### config.mk
export PLATFORM = sky130hd
export DESIGN_NAME = mult_seq
export DESIGN_NICKNAME = d
export VERILOG_FILES = /design/src/rtl/mult_seq.sv
export SDC_FILE = /design/constraint.sdc
export NUM_CORES = 1
export LEC_CHECK = 0
export CORE_MARGIN = 1
export CORE_UTILIZATION = 45
export CTS_CLUSTER_DIAMETER = 100
export DETAILED_ROUTE_END_ITERATION = 12
export GPL_TIMING_DRIVEN = 1
export PLACE_DENSITY = 0.73
export SLEW_MARGIN = 20
export SYNTH_ARGS = -nofsm -noshare
export SYNTH_HDL_FRONTEND = slang
export SYNTH_SLANG_ARGS = --single-unit
### constraint.sdc
create_clock -name clk -period 7.4 [get_ports clk]
set_input_delay 1.85 -clock clk [delete_from_list [all_inputs] [get_ports clk]]
set_output_delay 1.85 -clock clk [all_outputs]
set_load 0.005 [all_outputs]
### src/rtl/mult_seq.sv
// Sequential shift-add unsigned multiplier: N steps per operation, fixed latency,
// result registers hold until the next completion.
module mult_seq #(
    parameter int N = 16
) (
    input  logic           clk,
    input  logic           rst,
    input  logic           start,
    input  logic [N-1:0]   A,
    input  logic [N-1:0]   B,
    output logic           busy,
    output logic           done,
    output logic [2*N-1:0] P,
    output logic           ovf
);

    localparam int CW = (N > 1) ? $clog2(N) : 1;

    typedef enum logic [1:0] {
        IDLE = 2'd0,
        RUN  = 2'd1,
        DONE = 2'd2
    } state_t;

    state_t           state_q;
    logic [N-1:0]     mcand_q;
    logic [N-1:0]     acc_hi_q;
    logic [N-1:0]     mplier_q;
    logic [CW-1:0]    cnt_q;
    logic [2*N-1:0]   p_q;
    logic             ovf_q;
    logic             busy_q;
    logic             done_q;

    logic [N:0]       addend_d;
    logic [N:0]       sum_d;
    logic [2*N-1:0]   product_d;

    // One shift-add step: carry-kept add into the upper half, then {carry, acc_hi, mplier} >> 1.
    always_comb begin
        addend_d  = {(N+1){1'b0}};
        if (mplier_q[0]) begin
            addend_d = {1'b0, mcand_q};
        end else begin
            addend_d = {(N+1){1'b0}};
        end
        sum_d     = {1'b0, acc_hi_q} + addend_d;
        product_d = {sum_d, mplier_q[N-1:1]};
    end

    // Control FSM together with datapath and registered outputs.
    always_ff @(posedge clk or posedge rst) begin
        if (rst) begin
            state_q  <= IDLE;
            mcand_q  <= {N{1'b0}};
            acc_hi_q <= {N{1'b0}};
            mplier_q <= {N{1'b0}};
            cnt_q    <= {CW{1'b0}};
            p_q      <= {(2*N){1'b0}};
            ovf_q    <= 1'b0;
            busy_q   <= 1'b0;
            done_q   <= 1'b0;
        end else begin
            case (state_q)
                IDLE: begin
                    done_q <= 1'b0;
                    if (start) begin
                        mcand_q  <= A;
                        mplier_q <= B;
                        acc_hi_q <= {N{1'b0}};
                        cnt_q    <= {CW{1'b0}};
                        busy_q   <= 1'b1;
                        state_q  <= RUN;
                    end else begin
                        busy_q   <= 1'b0;
                        state_q  <= IDLE;
                    end
                end
                RUN: begin
                    acc_hi_q <= product_d[2*N-1:N];
                    mplier_q <= product_d[N-1:0];
                    // Final step: publish the product directly from the step logic.
                    if (cnt_q == CW'(N-1)) begin
                        p_q     <= product_d;
                        ovf_q   <= |product_d[2*N-1:N];
                        busy_q  <= 1'b0;
                        done_q  <= 1'b1;
                        state_q <= DONE;
                    end else begin
                        cnt_q   <= cnt_q + CW'(1);
                        busy_q  <= 1'b1;
                        done_q  <= 1'b0;
                        state_q <= RUN;
                    end
                end
                DONE: begin
                    done_q <= 1'b0;
                    if (start) begin
                        mcand_q  <= A;
                        mplier_q <= B;
                        acc_hi_q <= {N{1'b0}};
                        cnt_q    <= {CW{1'b0}};
                        busy_q   <= 1'b1;
                        state_q  <= RUN;
                    end else begin
                        busy_q   <= 1'b0;
                        state_q  <= IDLE;
                    end
                end
                default: begin
                    busy_q  <= 1'b0;
                    done_q  <= 1'b0;
                    state_q <= IDLE;
                end
            endcase
        end
    end

    assign busy = busy_q;
    assign done = done_q;
    assign P    = p_q;
    assign ovf  = ovf_q;

endmodule

## Yosys cells after proc, flatten, opt, wreduce, memory -nomap -nowiden

Index checks and enable logic that the tools add are counted.

| storage, ports and cells | value |
|---|---|
| input port bits | 35 |
| flip-flop bits (word level) | 89 |
| output and inout bits | 35 |

| operators by class | value |
|---|---|
| equality and inequality tests | 5 |
| reduce and logical (&&, ||, !) cells | 8 |
| $add $sub $neg | 2 |
| multiplexer cells | 16 |

Operators with widths:

| operator | number |
|---|---|
| 16-bit case mux with 2 select lines | 2 |
| 16-bit 2-to-1 mux | 3 |
| 16-bit by 17-bit adder with 17-bit output | 1 |
| 16-bit OR reduction | 1 |
| 4-bit 2-to-1 mux | 2 |
| 4-bit case mux with 2 select lines | 1 |
| 2-bit AND reduction | 3 |
| 1-bit 2-to-1 mux | 5 |
| 4-bit by 1-bit adder with 4-bit output, second input constant | 1 |
| 4-bit equality test, second input constant | 1 |
| 2-bit case mux with 2 select lines | 1 |
| 3-bit AND reduction | 1 |
| 2-bit by 1-bit equality test with 1-bit output, second input constant | 1 |
| 2-bit equality test, second input constant | 1 |
| 2-bit logical NOT | 1 |
| 2-bit 2-to-1 mux | 1 |
| 2-bit by 1-bit != test with 1-bit output, second input constant | 1 |
| 2-bit != test, second input constant | 1 |
| 1-bit case mux with 2 select lines | 1 |
| 2-bit nonzero test | 1 |
| 2-bit OR reduction | 1 |

## Longest topological paths before layout

Gate-level depths: netlist of the first run.

| depth | value |
|---|---|
| depth after elaboration | 4 |
| gate-level depth with buffers | 11 |
| mapped depth without buffers | 10 |

## Worst setup path before layout of the first run

Ideal clock, no wire load.

| timing | value |
|---|---|
| kind | input-to-reg |
| from | in start |
| to | reg acc_hi_q[8] |
| setup slack | 4308 ps |
| buffers on the path | 3 |
| cell stages on the path | 7 |
| setup time | 83 ps |
| data required time | 7317 ps |
| data arrival time | 3009 ps |
| cell sequence | nor2b_1 > clkbuf_1 > nor2_1 > clkbuf_1 > buf_1 > nand2_1 > o21ai_0 |

| between the ends | value |
|---|---|
| cells in the longest elaborated chain, start to end | 2 |

RTL lines:

| item | RTL line | source |
|---|---|---|
| start: declaration | 8 | `input logic start,` |
| 2-bit by 1-bit != test with 1-bit output (no source line) | n/a |  |
| 2-bit AND reduction (no source line) | n/a |  |
| end signal: assignment | 56 | `acc_hi_q <= {N{1'b0}};` |
| end signal: assignment | 70 | `acc_hi_q <= {N{1'b0}};` |
| end signal: assignment | 80 | `acc_hi_q <= product_d[2*N-1:N];` |
| end: declaration | 27 | `logic [N-1:0] acc_hi_q;` |

No other way between the ends.
A chain may end at the register's enable or synchronous reset.

## Final worst setup path of the first run

| timing | value |
|---|---|
| from | in start |
| to | reg acc_hi_q[15] |

The elaborated chain is that of the path after synthesis.

==> reports/metrics.yaml, run 1 <==
timing:
  slew_headroom: 0.407
  worst_slew_pin_slew_ns: 0.888
  timing.final.crit_share: 0.454
  fin_tns_setup_ns: 0
  worst_slack_ns: 4.04
  hold_violations: 0
  rsz0062_at_grt: "no"
  slew_viol_final: 0
  min_period_ns: 3.36
  hold_ws_ns: 0.476
  setup_viol: 0
  max_freq_ghz: 0.298
  fin_skew_ns: 0.0100
clock_tree:
  hold_buffers: 0
  cts_max_level: 3
  clk_latency_ns: 0.37
  ctsResizeCount: 0
  root_buffer: "clkbuf_8"
  cts_tree: "yes"
  cts_buffers: 9
  clock_sinks: 88
  cts_setup_buffers: 0
  clk_path_buf_depth: 2
  clk_pin_slew_ns: 0.09
cells_and_area:
  drive_gt1_frac: 0.0597
  fin_area_um2: 5490
  postLayoutCoreUtil: 0.564
  num-nets-final: 601
  nFillCells: 887
  syn2layout_area_growth_pct: 22.5
  num_antenna_cells: 0
  ff_latch_area_um2: 2200
  instances_no_fill: 686
  multi_input_area_um2: 2150
floorplan:
  die_h_um: 102
  die_area_um2: 10400
  io_pins: 70
  die_w_um: 102
  fp-row-count: 36
  start_util: 0.460
  core_um2: 9730
power:
  pwr-share-seq: 0.356
  p_sw_mw: 0.956
  pwr-share-clk: 0.151
  p_per_area_nw_per_um2: 422
  p_comb_frac: 0.493
  p_int_mw: 1.36
  vdd_drop_max_mv: 0.171
  leakage_nw: 2.59
  switching_share: 0.413
  total_power_mw: 2.32
setup_path:
  worstPathArrival_ns: 3.62
  cp.depth: 5
  criticalPathCategory: "input port to flip-flop"
  rr_startpoint: "mplier_q[0]$_DFFE_PP0P_"
  worstSetupStartpoint: "start"
  critPathBufInv: 2
  cp-end-kind: "flip-flop"
  start_kind: "input port"
  reg2regPathDepth: 10
  required_ns: 7.66
  slowest_delay_ns: 0.60
  path_cells: "clkdlybuf4s50_1 -> nor2b_2 -> nor2_2 -> buf_4 -> a22o_1"
  crit_fanout: 48
  crit_family: "buffers and inverters"
  critPathSlowestCell: "nor2b_2"
drt:
  first_pass_iters: 4
  vias: 3525
  routed_wirelength_um: 9840
  ant_nets: 0
  wl_per_cell_um: 14.3
  drtIter0Drc: 282
  avgViaCountPerCell: 5.14
  drc: 0
global_route:
  first_global_vias: 3296
  track_usage: 0.201
  grt_max_degree: 89
  grt_antenna_before_repair: 0
  grt_first_pass_wirelength_um: 16100
  grt-ovfl-total: 0
logic_synthesis:
  yosysSeqAreaShare: 0.492
  syn_inst: 487
  ys_warn_count: 0
  synth_fp_nets: 540
  synth_area_um2: 4480
  synth_area_per_cell_um2: 9.20
  synth.distinct_cells: 52
  ys_ff_latch: 88
hold_path:
  min_path_cells: 2
  hp-class: "flip-flop to flip-flop"
  min-delay-start: "P[29]$_DFFE_PP0P_"
placed_design:
  gp_congestion: 0.839
  place.port_buffers: 69
  dp_slack_ns: 3.34
  place_inst: 670
  post_dp_cell_area_um2: 5270
  dp_hpwl_um: 6990
status:
  status: "finished, final reports clean"
run:
  max_cap_violations: 0
-- layout make-up --
class                      instances  area share
clock inverter                     7      0.0162
clock buffer                       9      0.0226
sequential                        88       0.401
tap                              133      0.0303
multi-input combinational        369       0.392
inverter                           7     0.00502
timing repair buffer              73       0.132
-- sequential cells by signal, indices dropped and copies added (netlist names) --
register	flops
P	32
acc_hi_q	16
mcand_q	16
mplier_q	16
cnt_q	4
state_q	2
done	1
ovf	1
-- cells in the mapped netlist (all sizes together) --
cell type  number  area (µm²)
nand2         163         612
dfrtp          88        2200
o21ai          39         199
and2           17         106
ha             17         213
clkbuf         16        60.1
mux2i          16         160
nor2           13        48.8
a21oi          12        60.1
nor3           10        55.1
a22o            8        70.1
nand3           8        40.0
o21a            8        61.3
buf             7        43.8
xor2            7        61.3
inv             6        22.5
nand2b          4        32.5
o211ai          4        30.0
a211oi          3        27.5
a21o            3        22.5
nand4           3        18.8
nor2b           3        18.8
nor4            3        31.3
o21bai          3        22.5
o311ai          3        43.8
or2             3        18.8
a2111oi         2        36.3
and3            2        12.5
nor4b           2        17.5
o2111ai         2        17.5
or3             2        12.5
a2111o          1        11.3
a311oi          1        15.0
and3b           1        8.76
clkinv          1        3.75
fa              1        20.0
o211a           1        10.0
o22ai           1        6.26
o31ai           1        7.51
or4b            1        10.0
xnor2           1        8.76
-- worst min-delay path, cell delays in order (launching register included) --
cell	delay, ns
dfrtp_1	0.35
nand2_1	0.05
nand2_1	0.05
-- kinds of logic after synthesis --
kind of cell | Yosys count | synth area share
compound gates | 92 | 0.143
xor+xnor | 8 | 0.0156
fa+ha+maj | 18 | 0.0520
buf+inv | 30 | 0.0290
flops | 88 | 0.492
mux | 16 | 0.0358
simple gates | 235 | 0.233
-- cell usage in the layout (no fill, tap or decap), drive strengths merged, types with 2 or more instances in the layout --
master / n
and3: 2
nor4b: 2
nor3: 10
inv: 8
or2: 3
o21ai: 39
a21oi: 12
a2111oi: 2
clkinv: 4
mux2i: 16
nor2b: 3
nand4: 3
nand3: 8
clkbuf: 9
o2111ai: 2
buf: 4
xor2: 7
a21o: 3
a22o: 8
nor4: 3
ha: 17
o211ai: 4
dfrtp: 88
o311ai: 3
nand2b: 4
nor2: 13
and2: 17
or3: 2
clkdlybuf4s50: 69
o21bai: 3
nand2: 163
o21a: 8
a211oi: 3
-- power by group through the flow --
stage	Sequential, mW	Combinational, mW	Clock, mW
floorplan	0.803	0.785	0
global placement	0.823	1.09	0
detailed placement	0.834	1.13	0
CTS	0.826	1.14	0.358
global route	0.850	1.28	0.375
finish	0.825	1.14	0.351
-- routing by layer --
| metal | global-route usage | wire length [µm] | vias to the layer above |
|---|---|---|---|
| li1 | - | - | 1776 |
| met1 | 0.299 | 4940 | 1666 |
| met2 | 0.297 | 4460 | 72 |
| met3 | 0.0324 | 329 | 11 |
| met4 | 0.0691 | 119 | 0 |
| met5 | 0 | 0 | - |
-- final timing paths --
check | endpoint | slack, ns
max | acc_hi_q[15]$_DFFE_PP0P_ | 4.04
min in group asynchronous | P[4]$_DFFE_PP0P_ | 1.99
max in group asynchronous | ovf$_DFFE_PP0P_ | 4.88
max reg2reg | ovf$_DFFE_PP0P_ | 4.18
min reg2reg | P[29]$_DFFE_PP0P_ | 0.48
min | P[29]$_DFFE_PP0P_ | 0.48
No activity file was read; power rests on OpenSTA's default activity.
==> run 2, diff against run 1 <==
Clock period 7.4 ns to 3.1 ns, I/O delays scaled along.
==> run 2 against run 1 <==
Die area stayed put. Sequential power is 140% higher. Clock skew is 0.0043 ns higher. Wire length is 0.46% higher. Total power is 140% higher. First-iteration DRC count is 12% lower. Non-clock buffer count is 6 higher. Core utilization is 0.18 points higher. Cell count is 0.87% higher. Sequential cell count stayed put. Worst setup slack worse by 3.8 ns. Critical path depth is 5 higher. Critical endpoint is now ovf$_DFFE_PP0P_. Largest cell class unchanged.
==> reports/metrics.yaml, run 2 (same netlist as run 1, synthesis figures left out) <==
setup_path:
  reg2regPathDepth: 10  # unchanged
  cp-end-kind: "flip-flop"
  r2r_slack_ns: 0.23  # -3.95 ns
  r2r_end: "ovf$_DFFE_PP0P_"
  crit_fanout: 15  # -69%
  rr_startpoint: "mplier_q[0]$_DFFE_PP0P_"
  criticalPathCategory: "flip-flop to flip-flop"
  required_ns: 3.34  # -4.32 ns
  endpoint: "ovf$_DFFE_PP0P_"
  worstSetupStartpoint: "mplier_q[0]$_DFFE_PP0P_"
  worstPathArrival_ns: 3.11  # -0.51 ns
  start_kind: "flip-flop"
drt:
  top_layer: "met4"
  vias: 3557  # +0.91%
  wl_per_cell_um: 14.3  # -0.41%
  met2_length_um: 4450  # about the same
  first_pass_iters: 4  # unchanged
  drt-met1-wl_um: 4920  # -0.30%
  drc: 0  # unchanged
  routed-wl-met3_um: 392  # +19%
  avgViaCountPerCell: 5.14  # about the same
  drtIter0Drc: 249  # -12%
  ant_nets: 0  # unchanged
  routed_wirelength_um: 9890  # +0.46%
cells_and_area:
  instances_no_fill: 692  # +0.87%
  mostFrequentLayoutCells: "nand2_1 (163), dfrtp_1 (88), clkdlybuf4s50_1 (69)"
  num_antenna_cells: 0  # unchanged
  syn2layout_area_growth_pct: 22.8
  num-nets-final: 607  # +1.0%
  drive_gt1_frac: 0.0662  # +0.00652
  final_common_cell: "nand2_1"
  largest_register_ffs: 32  # unchanged
placed_design:
  place_inst: 676  # +0.90%
  gp_congestion: 0.911  # +8.7%
  dp_hpwl_um: 7070  # +1.1%
  place.port_buffers: 69  # unchanged
timing:
  min_period_ns: 2.87
  rsz0062_at_grt: "no"
  worst_slew_pin_slew_ns: 0.740  # -0.149 ns
  setup_viol: 0  # unchanged
  slew_viol_final: 0  # unchanged
  hold_violations: 0  # unchanged
  max_freq_ghz: 0.349
  slew_headroom: 0.504  # +0.0973
  fin_tns_setup_ns: 0  # unchanged
  fin_skew_ns: 0.0143  # +0.00426 ns
  timing.final.crit_share: 0.924
clock_tree:
  ctsResizeCount: 0  # unchanged
  clk_pin_slew_ns: 0.09  # about the same
  clock_sinks: 88  # unchanged
  cts_buffers: 9  # unchanged
  clk_path_buf_depth: 2  # unchanged
  clk_latency_ns: 0.36  # about the same
  cts_max_level: 3  # unchanged
  root_buffer: "clkbuf_8"
  cts_tree: "yes"
  cts_setup_buffers: 0  # unchanged
  hold_buffers: 0  # unchanged
hold_path:
  hp-class: "flip-flop to flip-flop"
global_route:
  first_global_vias: 3349  # +1.6%
  grt_max_degree: 66  # -26%
  track_usage: 0.203  # +0.00229
  grt_antenna_before_repair: 0  # unchanged
  grt_first_pass_wirelength_um: 16200  # +0.90%
  grt-ovfl-total: 0  # unchanged
power:
  total_power_mw: 5.47  # +140%
  p_per_area_nw_per_um2: 994  # +140%
  leakage_nw: 2.60  # +0.56%
  vdd_drop_max_mv: 0.300  # +75%
floorplan:
  die_area_um2: 10400  # unchanged
  core_um2: 9730  # unchanged
  die_w_um: 102  # unchanged
  io_pins: 70  # unchanged
  start_util: 0.460  # unchanged
  die_h_um: 102  # unchanged
  fp-row-count: 36  # unchanged
run:
  max_cap_violations: 0  # unchanged
status:
  status: "finished, final reports clean"
run 2: cell types whose count changed in the layout (fill, tap and decap cells not counted), sizes merged:
cell	previous run	this run
buf	4	10
bufinv	1	0
clkbuf	9	10
clkinv	4	5
inv	8	7
run 2: stage by stage:
stage / instance area, µm² / hold slack, ns / setup slack [ns] / util
final: 5500 / 0.477 / 0.235 / 0.566
after global routing: 5500 / 0.507 / 0.0570 / 0.566
after CTS: 5500 / 0.482 / 0.304 / 0.566
after detailed placement: 5320 / 0.461 / 0.307 / 0.547
after global placement: 5320 / 0.453 / 0.411 / 0.547
after floorplan: 4480 / 0.437 / 0.0464 / -
run 2: how the worst min path moves through the flow:
stage	from	cells after the start	end
2_1_floorplan	mcand_q[10]$_DFFE_PP0P_	2	mcand_q[10]$_DFFE_PP0P_
3_3_place_gp	mcand_q[0]$_DFFE_PP0P_	2	mcand_q[0]$_DFFE_PP0P_
3_5_place_dp	mcand_q[8]$_DFFE_PP0P_	2	mcand_q[8]$_DFFE_PP0P_
4_1_cts	mcand_q[8]$_DFFE_PP0P_	2	mcand_q[8]$_DFFE_PP0P_
5_1_grt	mcand_q[7]$_DFFE_PP0P_	2	mcand_q[7]$_DFFE_PP0P_
6_report	mcand_q[0]$_DFFE_PP0P_	2	mcand_q[0]$_DFFE_PP0P_
run 2: power by group:
group,internal [mW],switching (mW),total [mW],leakage [nW]
Combinational,1.26,1.51,2.78,1.40
Clock,0.301,0.437,0.738,0.0875
Sequential,1.65,0.307,1.96,1.11
Total,3.21,2.26,5.47,2.60
run 2: layout make-up:
class,count,area [µm²]
Inverter,7,27.5
Multi-Input combinational cell,369,2150
Sequential cell,88,2200
Clock inverter,6,51.3
Tap cell,133,166
Timing Repair Buffer,79,778
Fill cell,877,4230
Clock buffer,10,128
run 2: routing by layer:
layer  track usage  vias to the layer above
li1              -                     1793
met5             0                        -
met3        0.0297                        9
met1         0.300                     1673
met4        0.0903                        0
met2         0.296                       82
run 2: worst max-delay path, stage by stage (launching register included):
cell and delay (ns):
dfrtp_1 0.39, buf_4 0.17, and2_1 0.14, ha_1 0.42
a2111oi_4 0.39, o21a_2 0.24, nor3_1 0.07, nor3_1 0.35
o211ai_1 0.16, nor4_2 0.31, a21oi_1 0.12
